--- config.mk ---
export PLATFORM = sky130hd
export DESIGN_NAME = ntt_top
export DESIGN_NICKNAME = d
export VERILOG_FILES = /design/src/rtl/ntt_pkg.sv /design/src/rtl/ntt_mem.sv /design/src/rtl/ntt_mem_top.sv /design/src/rtl/ntt_mod_mul.sv /design/src/rtl/ntt_tf_gen.sv /design/src/rtl/ntt_tf_top.sv /design/src/rtl/ntt_top.sv
export SDC_FILE = /design/constraint.sdc
export NUM_CORES = 1
export LEC_CHECK = 0
export CORE_UTILIZATION = 40
export DETAILED_ROUTE_END_ITERATION = 16
export SETUP_SLACK_MARGIN = 0.3
export SKIP_LAST_GASP = 1
export SLEW_MARGIN = 20
export SYNTH_ARGS = -nofsm -noshare
export SYNTH_HDL_FRONTEND = slang
export SYNTH_HIERARCHICAL = 1
export SYNTH_SLANG_ARGS = --single-unit
--- constraint.sdc ---
create_clock -name clk -period 3 [get_ports clk]
set_input_delay 0.6 -clock clk [delete_from_list [all_inputs] [get_ports clk]]
set_output_delay 0.6 -clock clk [all_outputs]
set_load 0.03 [all_outputs]
--- src/rtl/ntt_pkg.sv ---
// rtl/ntt_pkg.sv - shared sizes and FSM state type for the negacyclic NTT engine
package ntt_pkg;
  localparam int D_WIDTH   = 32;
  localparam int BN        = 16;
  localparam int MA        = 16;
  localparam int DEGREE    = BN * MA;
  localparam int LOGN      = $clog2(DEGREE);
  localparam int K         = 2;
  localparam int BW        = $clog2(BN);
  localparam int LW        = $clog2(LOGN);
  localparam int TF_ROWS   = K + 3;
  localparam int TF_COLS   = 15;
  localparam int TF_CONSTS = 14;

  typedef enum logic [2:0] {
    S_IDLE,
    S_PRE,
    S_TW,
    S_BF,
    S_DN
  } state_t;
endpackage

--- src/rtl/ntt_mem.sv ---
// rtl/ntt_mem.sv - banked coefficient store, two combinational reads, two clocked writes
module ntt_mem
  import ntt_pkg::*;
(
  input  logic               clk,
  input  logic [LOGN-1:0]    i_rd0_addr,
  input  logic [LOGN-1:0]    i_rd1_addr,
  output logic [D_WIDTH-1:0] o_rd0_data,
  output logic [D_WIDTH-1:0] o_rd1_data,
  input  logic               i_we,
  input  logic [LOGN-1:0]    i_wr0_addr,
  input  logic [LOGN-1:0]    i_wr1_addr,
  input  logic [D_WIDTH-1:0] i_wr0_data,
  input  logic [D_WIDTH-1:0] i_wr1_data
);
  // coefficient n lives in bank n % BN, word n / BN
  logic [D_WIDTH-1:0] memory_array [BN][MA];

  assign o_rd0_data = memory_array[i_rd0_addr[BW-1:0]][i_rd0_addr[LOGN-1:BW]];
  assign o_rd1_data = memory_array[i_rd1_addr[BW-1:0]][i_rd1_addr[LOGN-1:BW]];

  always_ff @(posedge clk) begin
    if (i_we) begin
      memory_array[i_wr0_addr[BW-1:0]][i_wr0_addr[LOGN-1:BW]] <= i_wr0_data;
      memory_array[i_wr1_addr[BW-1:0]][i_wr1_addr[LOGN-1:BW]] <= i_wr1_data;
    end
  end
endmodule

--- src/rtl/ntt_mem_top.sv ---
// rtl/ntt_mem_top.sv - memory wrapper holding the coefficient store instance
module ntt_mem_top
  import ntt_pkg::*;
(
  input  logic               clk,
  input  logic [LOGN-1:0]    i_rd0_addr,
  input  logic [LOGN-1:0]    i_rd1_addr,
  output logic [D_WIDTH-1:0] o_rd0_data,
  output logic [D_WIDTH-1:0] o_rd1_data,
  input  logic               i_we,
  input  logic [LOGN-1:0]    i_wr0_addr,
  input  logic [LOGN-1:0]    i_wr1_addr,
  input  logic [D_WIDTH-1:0] i_wr0_data,
  input  logic [D_WIDTH-1:0] i_wr1_data
);
  ntt_mem memory_rtl (
    .clk        (clk),
    .i_rd0_addr (i_rd0_addr),
    .i_rd1_addr (i_rd1_addr),
    .o_rd0_data (o_rd0_data),
    .o_rd1_data (o_rd1_data),
    .i_we       (i_we),
    .i_wr0_addr (i_wr0_addr),
    .i_wr1_addr (i_wr1_addr),
    .i_wr0_data (i_wr0_data),
    .i_wr1_data (i_wr1_data)
  );
endmodule

--- src/rtl/ntt_mod_mul.sv ---
// rtl/ntt_mod_mul.sv - full-width modular multiply, a*b mod q
module ntt_mod_mul
  import ntt_pkg::*;
(
  input  logic [D_WIDTH-1:0] i_a,
  input  logic [D_WIDTH-1:0] i_b,
  input  logic [D_WIDTH-1:0] i_q,
  output logic [D_WIDTH-1:0] o_p
);
  logic [2*D_WIDTH-1:0] w_prod;

  assign w_prod = {{D_WIDTH{1'b0}}, i_a} * {{D_WIDTH{1'b0}}, i_b};
  assign o_p    = D_WIDTH'(w_prod % {{D_WIDTH{1'b0}}, i_q});
endmodule

--- src/rtl/ntt_tf_gen.sv ---
// rtl/ntt_tf_gen.sv - twiddle storage: base/const arrays, psi power table P and accumulator S
module ntt_tf_gen
  import ntt_pkg::*;
(
  input  logic               clk,
  input  logic               i_cfg_we,
  input  logic               i_cfg_const,
  input  logic [3:0]         i_cfg_row,
  input  logic [3:0]         i_cfg_col,
  input  logic [D_WIDTH-1:0] i_cfg_data,
  input  logic               i_p_we,
  input  logic [LW-1:0]      i_p_wr_idx,
  input  logic [D_WIDTH-1:0] i_p_wr_data,
  input  logic [LW-1:0]      i_p_rd_idx,
  input  logic               i_s_init,
  input  logic               i_s_we,
  input  logic [D_WIDTH-1:0] i_s_wr_data,
  output logic [D_WIDTH-1:0] o_psi,
  output logic [D_WIDTH-1:0] o_p,
  output logic [D_WIDTH-1:0] o_s
);
  logic [D_WIDTH-1:0] TF_base_array  [TF_ROWS][TF_COLS];
  logic [D_WIDTH-1:0] TF_const_array [TF_CONSTS];
  logic [D_WIDTH-1:0] r_p [LOGN];
  logic [D_WIDTH-1:0] r_s;

  assign o_psi = TF_base_array[0][0];
  assign o_p   = r_p[i_p_rd_idx];
  assign o_s   = r_s;

  // seed arrays are never cleared; they hold unless rewritten
  always_ff @(posedge clk) begin
    for (int r = 0; r < TF_ROWS; r++) begin
      for (int c = 0; c < TF_COLS; c++) begin
        TF_base_array[r][c] <= (i_cfg_we && !i_cfg_const && int'(i_cfg_row) == r && int'(i_cfg_col) == c)
                               ? i_cfg_data : TF_base_array[r][c];
      end
    end
    for (int c = 0; c < TF_CONSTS; c++) begin
      TF_const_array[c] <= (i_cfg_we && i_cfg_const && int'(i_cfg_col) == c) ? i_cfg_data : TF_const_array[c];
    end
  end

  always_ff @(posedge clk) begin
    if (i_p_we) begin
      r_p[i_p_wr_idx] <= i_p_wr_data;
    end
    if (i_s_init) begin
      r_s <= D_WIDTH'(1);
    end else if (i_s_we) begin
      r_s <= i_s_wr_data;
    end
  end
endmodule

--- src/rtl/ntt_tf_top.sv ---
// rtl/ntt_tf_top.sv - twiddle wrapper holding the twiddle generator instance
module ntt_tf_top
  import ntt_pkg::*;
(
  input  logic               clk,
  input  logic               i_cfg_we,
  input  logic               i_cfg_const,
  input  logic [3:0]         i_cfg_row,
  input  logic [3:0]         i_cfg_col,
  input  logic [D_WIDTH-1:0] i_cfg_data,
  input  logic               i_p_we,
  input  logic [LW-1:0]      i_p_wr_idx,
  input  logic [D_WIDTH-1:0] i_p_wr_data,
  input  logic [LW-1:0]      i_p_rd_idx,
  input  logic               i_s_init,
  input  logic               i_s_we,
  input  logic [D_WIDTH-1:0] i_s_wr_data,
  output logic [D_WIDTH-1:0] o_psi,
  output logic [D_WIDTH-1:0] o_p,
  output logic [D_WIDTH-1:0] o_s
);
  ntt_tf_gen TF_gen (
    .clk         (clk),
    .i_cfg_we    (i_cfg_we),
    .i_cfg_const (i_cfg_const),
    .i_cfg_row   (i_cfg_row),
    .i_cfg_col   (i_cfg_col),
    .i_cfg_data  (i_cfg_data),
    .i_p_we      (i_p_we),
    .i_p_wr_idx  (i_p_wr_idx),
    .i_p_wr_data (i_p_wr_data),
    .i_p_rd_idx  (i_p_rd_idx),
    .i_s_init    (i_s_init),
    .i_s_we      (i_s_we),
    .i_s_wr_data (i_s_wr_data),
    .o_psi       (o_psi),
    .o_p         (o_p),
    .o_s         (o_s)
  );
endmodule

--- src/rtl/ntt_top.sv ---
// rtl/ntt_top.sv - in-place negacyclic Cooley-Tukey NTT over the banked coefficient store
module ntt_top
  import ntt_pkg::*;
#(
  parameter int START_DELAY = 64
) (
  input  logic               clk,
  input  logic               rst,
  input  logic [D_WIDTH-1:0] modulus,
  output logic               DONE
);
  localparam int CW = ($clog2(START_DELAY) > LOGN) ? $clog2(START_DELAY) + 1 : LOGN + 1;

  state_t             r_state, w_next;
  logic [CW-1:0]      r_cnt;
  logic [LW-1:0]      r_stage;
  logic [LOGN-1:0]    r_i, r_k;
  logic               r_done;
  logic [LOGN-1:0]    w_m, w_t, w_g, w_j, w_jt;
  logic               w_cnt_last, w_k_last, w_i_last, w_last_stage, w_tw_bit;
  logic               w_p_we, w_s_init, w_s_we, w_mem_we;
  logic [LW-1:0]      w_p_rd_idx;
  logic [D_WIDTH-1:0] w_mul_a, w_mul_b, w_prod, w_p_wr_data;
  logic [D_WIDTH-1:0] w_psi, w_p, w_s, w_u, w_v_in, w_add_res, w_sub_res;
  logic [D_WIDTH:0]   w_sum, w_dif;

  // group index g = m + i walks 1..N-1 in order, so brev(g) drives the twiddle
  assign w_m          = LOGN'(1) << r_stage;
  assign w_t          = LOGN'(DEGREE / 2) >> r_stage;
  assign w_g          = w_m + r_i;
  assign w_j          = ((r_i * w_t) << 1) + r_k;
  assign w_jt         = w_j + w_t;
  assign w_tw_bit     = w_g[LW'(LOGN - 1) - r_cnt[LW-1:0]];
  assign w_last_stage = (r_stage == LW'(LOGN - 1));
  assign w_i_last     = (r_i == w_m - LOGN'(1));
  assign w_k_last     = (r_k == w_t - LOGN'(1));
  assign w_cnt_last   = (r_state == S_IDLE) ? (r_cnt == CW'(START_DELAY - 1)) : (r_cnt == CW'(LOGN - 1));

  assign w_p_rd_idx  = (r_state == S_PRE) ? r_cnt[LW-1:0] - LW'(1) : r_cnt[LW-1:0];
  assign w_mul_a     = (r_state == S_BF) ? w_v_in : (r_state == S_TW) ? w_s : w_p;
  assign w_mul_b     = (r_state == S_BF) ? w_s : w_p;
  assign w_p_wr_data = (r_cnt == '0) ? w_psi : w_prod;

  assign w_sum     = {1'b0, w_u} + {1'b0, w_prod};
  assign w_dif     = {1'b0, w_u} + {1'b0, modulus} - {1'b0, w_prod};
  assign w_add_res = (w_sum >= {1'b0, modulus}) ? w_sum[D_WIDTH-1:0] - modulus : w_sum[D_WIDTH-1:0];
  assign w_sub_res = (w_dif >= {1'b0, modulus}) ? w_dif[D_WIDTH-1:0] - modulus : w_dif[D_WIDTH-1:0];
  assign DONE      = r_done;

  always_ff @(posedge clk) begin
    if (rst) begin
      r_state <= S_IDLE;
    end else begin
      r_state <= w_next;
    end
  end

  always_comb begin
    w_next   = r_state;
    w_p_we   = 1'b0;
    w_s_init = 1'b0;
    w_s_we   = 1'b0;
    w_mem_we = 1'b0;
    case (r_state)
      S_IDLE: if (w_cnt_last) w_next = S_PRE;
      S_PRE: begin
        w_p_we = 1'b1;
        if (w_cnt_last) begin
          w_next   = S_TW;
          w_s_init = 1'b1;
        end
      end
      S_TW: begin
        w_s_we = w_tw_bit;
        if (w_cnt_last) w_next = S_BF;
      end
      S_BF: begin
        w_mem_we = 1'b1;
        if (w_k_last) begin
          if (w_i_last && w_last_stage) begin
            w_next = S_DN;
          end else begin
            w_next   = S_TW;
            w_s_init = 1'b1;
          end
        end
      end
      S_DN: w_next = S_DN;
      default: w_next = S_IDLE;
    endcase
  end

  always_ff @(posedge clk) begin
    if (rst) begin
      r_cnt   <= '0;
      r_stage <= '0;
      r_i     <= '0;
      r_k     <= '0;
      r_done  <= 1'b0;
    end else begin
      case (r_state)
        S_IDLE, S_PRE, S_TW: r_cnt <= w_cnt_last ? '0 : r_cnt + CW'(1);
        S_BF: begin
          if (w_k_last) begin
            r_k <= '0;
            if (w_i_last) begin
              r_i     <= '0;
              r_stage <= r_stage + LW'(1);
            end else begin
              r_i <= r_i + LOGN'(1);
            end
          end else begin
            r_k <= r_k + LOGN'(1);
          end
        end
        S_DN: r_done <= 1'b1;
        default: r_cnt <= '0;
      endcase
    end
  end

  ntt_mod_mul u_mod_mul (
    .i_a (w_mul_a),
    .i_b (w_mul_b),
    .i_q (modulus),
    .o_p (w_prod)
  );

  ntt_mem_top memory_top (
    .clk        (clk),
    .i_rd0_addr (w_j),
    .i_rd1_addr (w_jt),
    .o_rd0_data (w_u),
    .o_rd1_data (w_v_in),
    .i_we       (w_mem_we),
    .i_wr0_addr (w_j),
    .i_wr1_addr (w_jt),
    .i_wr0_data (w_add_res),
    .i_wr1_data (w_sub_res)
  );

  ntt_tf_top TF_top (
    .clk         (clk),
    .i_cfg_we    (1'b0),
    .i_cfg_const (1'b0),
    .i_cfg_row   (4'd0),
    .i_cfg_col   (4'd0),
    .i_cfg_data  ({D_WIDTH{1'b0}}),
    .i_p_we      (w_p_we),
    .i_p_wr_idx  (r_cnt[LW-1:0]),
    .i_p_wr_data (w_p_wr_data),
    .i_p_rd_idx  (w_p_rd_idx),
    .i_s_init    (w_s_init),
    .i_s_we      (w_s_we),
    .i_s_wr_data (w_prod),
    .o_psi       (w_psi),
    .o_p         (w_p),
    .o_s         (w_s)
  );
endmodule

==> results of run 1 <==
per-stage QoR:
stage	instance area [µm²]	util (%)
floorplan	2330	-
global placement	2440	43.8
detailed placement	2440	43.8
CTS	2580	46.2
global route	2640	47.3
finish	2640	47.3
final timing paths:
kind              start          to  cells past startpoint
min                DONE        DONE                      2
max reg2reg  r_stage[1]  r_stage[0]                      9
max          r_stage[1]  r_stage[0]                      9
min reg2reg        DONE        DONE                      2
layout make-up:
| class | instances | area, µm² | area share [%] |
|---|---|---|---|
| Sequential cell | 32 | 648 | 24.6 |
| Clock buffer | 6 | 82.6 | 3.13 |
| Multi-Input combinational cell | 243 | 1640 | 62.2 |
| Timing Repair Buffer | 17 | 145 | 5.50 |
| Clock inverter | 2 | 10.0 | 0.379 |
| Inverter | 6 | 22.5 | 0.853 |
| Tap cell | 72 | 90.1 | 3.41 |
layer usage:
| layer | vias up | global-route usage (%) | share of wire, % |
|---|---|---|---|
| li1 | 1103 | - | - |
| met5 | - | 0 | 0 |
| met3 | 8 | 3.26 | 2.9 |
| met1 | 1010 | 24.8 | 49 |
| met4 | 0 | 5.93 | 1.3 |
| met2 | 18 | 30.8 | 47 |
synth_stat cells (8+ instances only):
cell / number
clkbuf_1: 8
a21oi_1: 24
nor3_1: 10
o21ai_0: 12
dfxtp_1: 32
nand2_1: 34
a31oi_1: 10
ha_1: 11
o31ai_1: 8
nor2_1: 19
xnor2_1: 11
nand3_1: 24
worst reg2reg max path, delay by kind of cell (launching register included):
family                     cells  cell delay [ps]
xor gates and xnor gates       1              150
DFF                            1              370
and+or+nand+nor                4             1040
AOI/OAI and AO/OA              1              130
muxes                          1              350
adders and majority gates      1              320
buffers and inverters          1               90
power groups by stage:
stage                     logic [mW]  registers (mW)  clock network [mW]
after floorplan               0.0361           0.457                   0
after global placement        0.0440           0.460                   0
after detailed placement      0.0455           0.461                   0
after CTS                     0.0461           0.451               0.363
after global routing          0.0509           0.451               0.381
final                         0.0456           0.450               0.345
logic make-up (layout without fill, tap and decap cells):
| group | count (synthesis) | count (layout) | share of synthesized area (%) |
|---|---|---|---|
| compound gates | 79 | 79 | 22.9 |
| xor+xnor | 17 | 17 | 6.39 |
| fa+ha+maj | 11 | 11 | 5.91 |
| simple gates | 132 | 132 | 30.8 |
| flops | 32 | 32 | 27.5 |
| mux | 4 | 4 | 1.83 |
| buf+inv | 23 | 31 | 4.73 |
state kept, by name (all words and copies together) (netlist names):
signal   cells
r_state      3
r_cnt        9
r_k          8
r_i          8
r_stage      3
DONE         1
repair_timing:
action / in CTS / in global routing
setup buffers: 3 / 2
setup endpoints to repair: 11 / 22
hold buffers: 0 / 0
cloned: 0 / 0
gates resized for setup: 4 / 11
pin swaps: 2 / 2
==> key figures, run 1 <==
Status
  – Status: complete, no violations

Placed design
  – Pre-CTS setup slack: 209 ps
  – DP HPWL: 3.69 mm
  – GPL Wtd Cong: 0.814
  – DP Cell Count: between 300 and 400
  – Port buffer count: 2

Clock network
  – Clock sink total: 32
  – H-tree lvl count: 2
  – Worst-path clk slew: approximately 60 ps
  – Max clock buf depth: 2
  – CTS tree: built
  – CTS root buffer: clkbuf_8
  – CTS buffer count: 5
  – Clock Latency Late Sink: between 200 and 300 ps

Logic synthesis
  – Synth unique cells: 56
  – FFs w/ async S/R, synth: 0%
  – Synthesized cell area: between 2000 and 2500 µm²
  – Syn Area/Cell: 7.82 µm²
  – Register area share after synthesis: a little over a quarter
  – Flops & latches, synth: 32
  – Synth area leaders: dfxtp_1 (27%), ha_1 (5.9%), nand2_1 (5.5%)
  – Top cell type's share of synthesized area: a little over a quarter
  – Post-synth EDFFs: 0
  – Ys flop type: dfxtp_1
  – Biggest area consumer among synthesized cells: dfxtp_1
  – Gate Count Post-Synth: 298
  – Ys Warns: 6
  – Net Count, Synth: 343

STA
  – Highest clock rate: 394 MHz
  – Slew HR: 68.4%
  – Setup violations, final: 0
  – Setup ws final: 464 ps
  – Max Clock Skew: 3.44 ps
  – Hold slack: approximately 480 ps
  – Post-route clock period utilization: 84.5%
  – Slew Viols, Final: 0
  – RSZ-0062 raised after global routing: yes
  – Final Hold Fails: 0
  – Setup tns final: 0 ps
  – Tmin final: roughly 2500 ps
  – Tightest Pin Transition: 473 ps

Global routing
  – Largest net degree at the start of global routing: 28
  – Gr ovfl total: 0
  – First-pass GRT wire length: 9.23 mm
  – Number of global-route vias before repair: 1964
  – Initial antenna violation count: 0
  – Total track usage: 18.8%

Final layout
  – Fin cells: 378
  – Share of layout cells above drive strength 1: 16.0%
  – Area Overhead vs Synth: 13.3%
  – ANT cells: 0
  – Layout Nets: 350
  – Fillers: 556
  – Commonest non-fill, non-tap cell in the layout: nand2_1
  – Commonest cells after routing, fill and taps aside: nand2_1 (34), dfxtp_1 (30), a21oi_1 (24), nand3_1 (24), nor2_1 (19)

Floorplanning
  – Placeable Area: 5570 µm²
  – # rows: 27
  – Top Ports: 35
  – Chip Height: 78.3 µm
  – Die X-Extent: 78.3 µm
  – Initial Util: 41.8%
  – Die area: 6130 µm²

Routing
  – Starting DRT DRC Count: 128
  – Vias/cell: 5.66
  – Drt total wl: around 5.3 mm
  – First-pass DRT Iterations: 4
  – Post-route ant nets: 0
  – DRC: 0
  – Vias: between 2000 and 2500
  – Wire per inst: about 14 µm

Min path
  – Hold WC Path Type: flop to flop

Power
  – Pwr Density: 318 nW/µm²
  – Pwr Total: 840 µW
  – Clock power frac: 41.1%
  – Sw Share: a little under a quarter
  – Reg power frac: 53.5%
  – Gate power share: ~5.4%
  – P_leak: 0.941 nW
  – Internal power: 640 µW
  – Worst VDD drop: 0.164 mV
  – Psw: 200 µW

Critical path
  – R2r setup slk: 460 ps
  – Slowest cell on crit path: dfxtp_4
  – Buffers and inverters on the worst path: 1
  – Critical path's top delay family: simple AND/OR/NAND/NOR gates
  – Critical path arrival: 2750 ps
  – WP data required: roughly 3200 ps
  – CP Class: flop to flop
  – Critical Path Fanout Max: 11
  – Critical path startpoint category: flop
  – CP max stage delay: 370 ps
  – CP Capture Type: flop
  – Critical-path cell list: inv_1 -> ha_2 -> or2_4 -> mux2_2 -> xnor2_1 -> nor4_4 -> nand3_4 -> or3_1 -> a21oi_1

Flow run
  – Maxcap violations: 0
Power figures use the tool's default switching activity.
==> inputs of run 2 (changes only) <==
- clock period: 3 -> 2.58 ns (I/O delays scaled with it)
==> key figures, run 2 (synthesis results as in run 1) <==
STA
  – Setup violations, final: 0 (unchanged)
  – Highest clock rate: 395 MHz (+0.27%)
  – Tmin final: 2530 ps (-6.78 ps)
  – RSZ-0062 raised after global routing: yes
  – Max Clock Skew: 6.15 ps (+2.72 ps)
  – Setup ws final: 50.5 ps (-413 ps)
  – Setup tns final: 0 ps (unchanged)
  – Tightest Pin Transition: 516 ps (+43.7 ps)
  – Hold slack: 498 ps (+12.8 ps)
  – Slew Viols, Final: 0 (unchanged)
  – Post-route clock period utilization: 98.0% (+13 points)
  – Final Hold Fails: 0 (unchanged)
  – Slew HR: 65.5% (-2.8 points)

Final layout
  – Layout Nets: 373 (+6.6%)
  – Top flop regs: r_cnt (9), r_i (8), r_k (8)
  – Share of layout cells above drive strength 1: 32.2% (+16 points)
  – Commonest non-fill, non-tap cell in the layout: nand2_1
  – End-of-flow core utilization: 57.2% (+9.9 points)
  – Area Overhead vs Synth: 36.8%
  – Top reg by flops: r_cnt
  – Final Cell Area: 3190 µm² (+21%)
  – Max reg flops: 9 (unchanged)
  – Commonest cells after routing, fill and taps aside: nand2_1 (31), dfxtp_1 (29), buf_4 (24)
  – Fin cells: 401 (+6.1%)
  – ANT cells: 0 (unchanged)

Global routing
  – Initial antenna violation count: 0 (unchanged)
  – Largest net degree at the start of global routing: 27 (-3.6%)
  – Total track usage: 21.0% (+2.2 points)
  – First-pass GRT wire length: 10.0 mm (+8.5%)
  – Number of global-route vias before repair: 2059 (+4.8%)
  – Gr ovfl total: 0 (unchanged)

Critical path
  – Cell depth of the worst flop-to-flop path: 9 (unchanged)
  – Critical Path Fanout Max: 6 (-5)
  – Critical path startpoint category: flop
  – Critical path arrival: 2740 ps (about the same)
  – CP Class: flop to flop
  – CP Capture Type: flop
  – WP data required: 2790 ps (-420 ps)

Flow run
  – Maxcap violations: 0 (unchanged)

Floorplanning
  – Chip Height: 78.3 µm (unchanged)
  – Top Ports: 35 (unchanged)
  – # rows: 27 (unchanged)
  – Initial Util: 41.8% (unchanged)
  – Die area: 6130 µm² (unchanged)
  – Placeable Area: 5570 µm² (unchanged)
  – Die X-Extent: 78.3 µm (unchanged)

Clock network
  – Max clock buf depth: 2 (unchanged)
  – Clock sink total: 32 (unchanged)
  – Clock Latency Late Sink: 290 ps (about the same)
  – CTS tree: built
  – Hold_buf cts: 0 (unchanged)
  – H-tree lvl count: 2 (unchanged)
  – Worst-path clk slew: 70 ps (about the same)
  – CTS buffer count: 5 (unchanged)
  – CTS root buffer: clkbuf_8

Placed design
  – Port buffer count: 2 (unchanged)
  – DP Cell Count: 370 (+1.4%)
  – Dpl cell area: 2540 µm² (+4.1%)
  – DP HPWL: 3.78 mm (+2.6%)
  – Pre-CTS setup slack: 30.5 ps (-178 ps)
  – GPL Wtd Cong: 0.788 (-3.2%)

Routing
  – Post-route ant nets: 0 (unchanged)
  – Vias/cell: 5.84 (+3.1%)
  – Starting DRT DRC Count: 71 (-45%)
  – Vias: 2340 (+9.4%)
  – Drt total wl: 6.44 mm (+22%)
  – DRC: 0 (unchanged)
  – Wire per inst: 16.1 µm (+15%)
  – First-pass DRT Iterations: 4 (unchanged)

Power
  – Pwr Total: 1.07 mW (+27%)
  – P_leak: 1.14 nW (+21%)
  – Pwr Density: 335 nW/µm² (+5.2%)
  – Worst VDD drop: 0.203 mV (+24%)

Status
  – Status: complete, no violations

Min path
  – Hold WC Path Type: flop to flop
  – Hold path cells: 2 (unchanged)
[run 2: area by class of cell]
| type | instances | area (µm²) |
|---|---|---|
| Timing Repair Buffer | 38 | 393 |
| Multi-Input combinational cell | 245 | 1920 |
| Clock buffer | 6 | 72.6 |
| Tap cell | 72 | 90.1 |
| Clock inverter | 2 | 35.0 |
| Fill cell | 492 | 2390 |
| Inverter | 6 | 30.0 |
| Sequential cell | 32 | 649 |
[run 2: repair_timing]
item | CTS | global route
cloned | 1 | 3
setup endpoints to repair | 22 | 24
pin swaps | 20 | 21
setup buffers | 12 | 7
gates resized for setup | 30 | 34
hold endpoints to repair | 0 | 0
[run 2: critical path, cell delays in order, from the launching register on]
cell     delay, ps
dfxtp_4        370
buf_12         130
ha_4           170
or2_4          250
mux2_4         340
xnor2_4        140
nor4_4         370
nand3_4        180
or3_1          370
a21oi_1        140
[run 2: worst paths after layout]
path / endpoint / slack [ps] / from
max: r_stage[2] / 50 / r_stage[0]
min: DONE / 500 / DONE
max reg2reg: r_stage[2] / 50 / r_stage[0]
min reg2reg: DONE / 500 / DONE
[run 2: power breakdown]
part	switching [mW]	total, mW	internal, mW
registers	0.0179	0.523	0.505
clock network	0.194	0.481	0.287
logic	0.0333	0.0644	0.0310
total	0.246	1.07	0.822
[run 2: layer usage]
metal  GRT usage, %  routed length, µm  vias up
met1           27.8               2960     1088
met4           10.0                172        0
met2           31.6               3070       79
li1               -                  -     1159
met5              0                  0        -
met3           5.12                238       14
==> inputs of run 3 (changes only) <==
- ABC_AREA: default -> 1
- PLACE_DENSITY: default -> 0.72
- SKIP_LAST_GASP: 1 -> default
==> key figures, run 3 <==
Critical path
  – CP max stage delay: 370 ps (about the same)
  – CP Capture Type: flop
  – Critical path startpoint category: flop
  – Critical path arrival: 2390 ps (-350 ps)
  – Most frequent CP cell: nand2_1
  – CP Class: flop to flop
  – Slowest cell on crit path: dfxtp_4
  – Critical Path Fanout Max: 8 (+2)
  – WP data required: 2760 ps (-30 ps)
  – Critical-path cell list: ha_4 -> ha_4 -> inv_4 -> ha_4 -> inv_2 -> nand2_1 -> nand2_1 -> nand3_2 -> nor2_2 -> nand3_1 -> nor2_2 -> nand3_4 -> buf_12 -> nor2_1 -> nand2_1 -> nand2_1 -> nor2_1

Final layout
  – Commonest cells after routing, fill and taps aside: nand2_1 (120), inv_1 (57), nor2_1 (48)
  – ANT cells: 0 (unchanged)
  – Multi-input gate area: 1690 µm² (-12%)
  – Fillers: 591 (+20%)
  – Layout Nets: 471 (+26%)
  – Top reg by flops: r_cnt
  – Share of layout cells above drive strength 1: 17.1% (-15 points)
  – Area Overhead vs Synth: 18.5%
  – Max reg flops: 9 (unchanged)
  – Top flop regs: r_cnt (9), r_i (8), r_k (8)
  – Commonest non-fill, non-tap cell in the layout: nand2_1
  – Register area: 649 µm² (unchanged)

Status
  – Status: complete, no violations

Clock network
  – Hold_buf cts: 0 (unchanged)
  – Max clock buf depth: 2 (unchanged)
  – CTS buffer count: 5 (unchanged)
  – CTS root buffer: clkbuf_8
  – Worst-path clk slew: 80 ps (about the same)
  – Clock Latency Late Sink: 280 ps (about the same)
  – H-tree lvl count: 2 (unchanged)
  – Clock sink total: 32 (unchanged)
  – CTS tree: built

Placed design
  – DP HPWL: 4.27 mm (+13%)
  – Port buffer count: 2 (unchanged)
  – GPL Wtd Cong: 0.849 (+7.8%)

Floorplanning
  – # rows: 28 (+3.7%)
  – Chip Height: 80.6 µm (+2.9%)
  – Die area: 6500 µm² (+5.9%)
  – Die X-Extent: 80.6 µm (+2.9%)
  – Initial Util: 41.5% (-0.30 points)
  – Placeable Area: 5960 µm² (+6.8%)
  – Top Ports: 35 (unchanged)

Routing
  – Metal2 WL: 2.87 mm (-6.5%)
  – Drt total wl: 5.76 mm (-11%)
  – Wire per inst: 11.5 µm (-29%)
  – Post-route ant nets: 0 (unchanged)
  – Vias: 2429 (+3.8%)
  – Routed met1 length: 2.69 mm (-9.2%)
  – Vias/cell: 4.84 (-17%)
  – Starting DRT DRC Count: 151 (+110%)
  – WL met3: 130 µm (-45%)
  – DR top layer: met4
  – DRC: 0 (unchanged)
  – First-pass DRT Iterations: 4 (unchanged)

Logic synthesis
  – Synth area leaders: dfxtp_1 (26%), nand2_1 (19%), inv_1 (9.4%)
  – Biggest area consumer among synthesized cells: dfxtp_1
  – Top cell type's share of synthesized area: 25.9% (-1.6 points)
  – Most common cell in the synthesized netlist: nand2_1
  – Synth unique cells: 33 (-41%)
  – Synthesized cell area: 2470 µm² (+6.1%)
  – Ys flop type: dfxtp_1
  – Net Count, Synth: 453 (+32%)
  – Flops & latches, synth: 32 (unchanged)
  – FFs w/ async S/R, synth: 0% (unchanged)
  – Register area share after synthesis: 25.9% (-1.6 points)
  – Gate Count Post-Synth: 408 (+37%)
  – Post-synth EDFFs: 0 (unchanged)
  – Commonest cells in the netlist: nand2_1 (124), inv_1 (62), nor2_1 (53), nand3_1 (39), dfxtp_1 (32)
  – Syn Area/Cell: 6.06 µm² (-23%)
  – Ys Warns: 6 (unchanged)

STA
  – Tightest Pin Transition: 493 ps (-23.4 ps)
  – Setup tns final: 0 ps (unchanged)
  – Setup violations, final: 0 (unchanged)
  – Post-route clock period utilization: 85.6% (-12 points)
  – Tmin final: 2210 ps (-322 ps)
  – Highest clock rate: 453 MHz (+15%)
  – Hold slack: 454 ps (-43.4 ps)
  – Max Clock Skew: 7.62 ps (+1.47 ps)
  – RSZ-0062 raised after global routing: yes
  – Final Hold Fails: 0 (unchanged)
  – Slew HR: 67.1% (+1.6 points)
  – Slew Viols, Final: 0 (unchanged)

Global routing
  – Initial antenna violation count: 0 (unchanged)
  – Largest net degree at the start of global routing: 14 (-48%)
  – Total track usage: 18.2% (-2.7 points)
  – First-pass GRT wire length: 9.39 mm (-6.1%)
  – Gr ovfl total: 0 (unchanged)
  – Number of global-route vias before repair: 2180 (+5.9%)

Power
  – P_leak: 1.42 nW (+24%)
  – Pwr Density: 346 nW/µm² (+3.3%)
  – Worst VDD drop: 0.283 mV (+39%)

Min path
  – Hold WC Path Type: flop to flop

Flow run
  – Maxcap violations: 0 (unchanged)
run 3: cell count changes in the layout (fill, tap and decap cells not counted), moves of 9 or more:
cell	delta
nor2_1	+31
nand2_1	+89
xnor2_1	-10
a21oi_1	-12
xor2_1	+9
nand3_1	+18
inv_1	+55
a31oi_1	-9
buf_4	-13
run 3: critical path, delay by kind of cell, from the launching register on:
kind / cells / cell delay [ps]
fa+ha+maj: 3 / 520
flops: 1 / 370
simple gates: 11 / 940
buf+inv: 3 / 280
run 3: area by class of cell:
type / instances / share of cell area, %
Inverter: 67 / 8.85
Clock inverter: 3 / 1.45
Tap cell: 75 / 3.21
Multi-Input combinational cell: 306 / 57.8
Clock buffer: 5 / 2.35
Sequential cell: 32 / 22.2
Timing Repair Buffer: 14 / 4.19
run 3: stage by stage:
stage	power [mW]	setup WS, ps	instance area (µm²)	cells	util (%)
floorplan	0.527	304	2470	408	-
global placement	0.535	246	2630	490	44.1
detailed placement	0.537	217	2630	490	44.1
CTS	1.03	301	2790	500	46.9
global route	1.05	247	2930	502	49.2
finish	1.01	373	2930	502	49.2
run 3: kinds of logic after synthesis:
family	Yosys count	share of synthesized area, %
XOR/XNOR	16	5.67
adder cells (fa/ha/maj)	11	5.57
buffers and inverters	70	11.2
AND/OR/NAND/NOR	247	44.2
AO/OA/AOI/OAI	32	7.49
flip-flops	32	25.9
run 3: layer usage:
metal,up-vias,global-route usage (%)
li1,1307,-
met1,1086,22.4
met2,29,32.8
met3,7,3.18
met4,0,3.75
met5,-,0
run 3: what timing repair did:
action | CTS | global route
pin swaps | 5 | 13
endpoints found under the setup margin | 18 | 20
gates resized for setup | 8 | 33
buffers inserted | 2 | 2
run 3: path summary, 6_finish.rpt:
kind | start | endpoint | slack [ps] | depth (start not counted)
min | DONE | DONE | 450 | 2
max reg2reg | r_stage[1] | r_i[3] | 370 | 17
max | r_stage[1] | r_i[3] | 370 | 17
min reg2reg | DONE | DONE | 450 | 2
run 3: report_power, final:
group | internal, mW | switching, mW | total, mW
Clock | 0.286 | 0.204 | 0.490
Sequential | 0.495 | 0.00205 | 0.497
Combinational | 0.00907 | 0.0169 | 0.0259
Total | 0.790 | 0.223 | 1.01
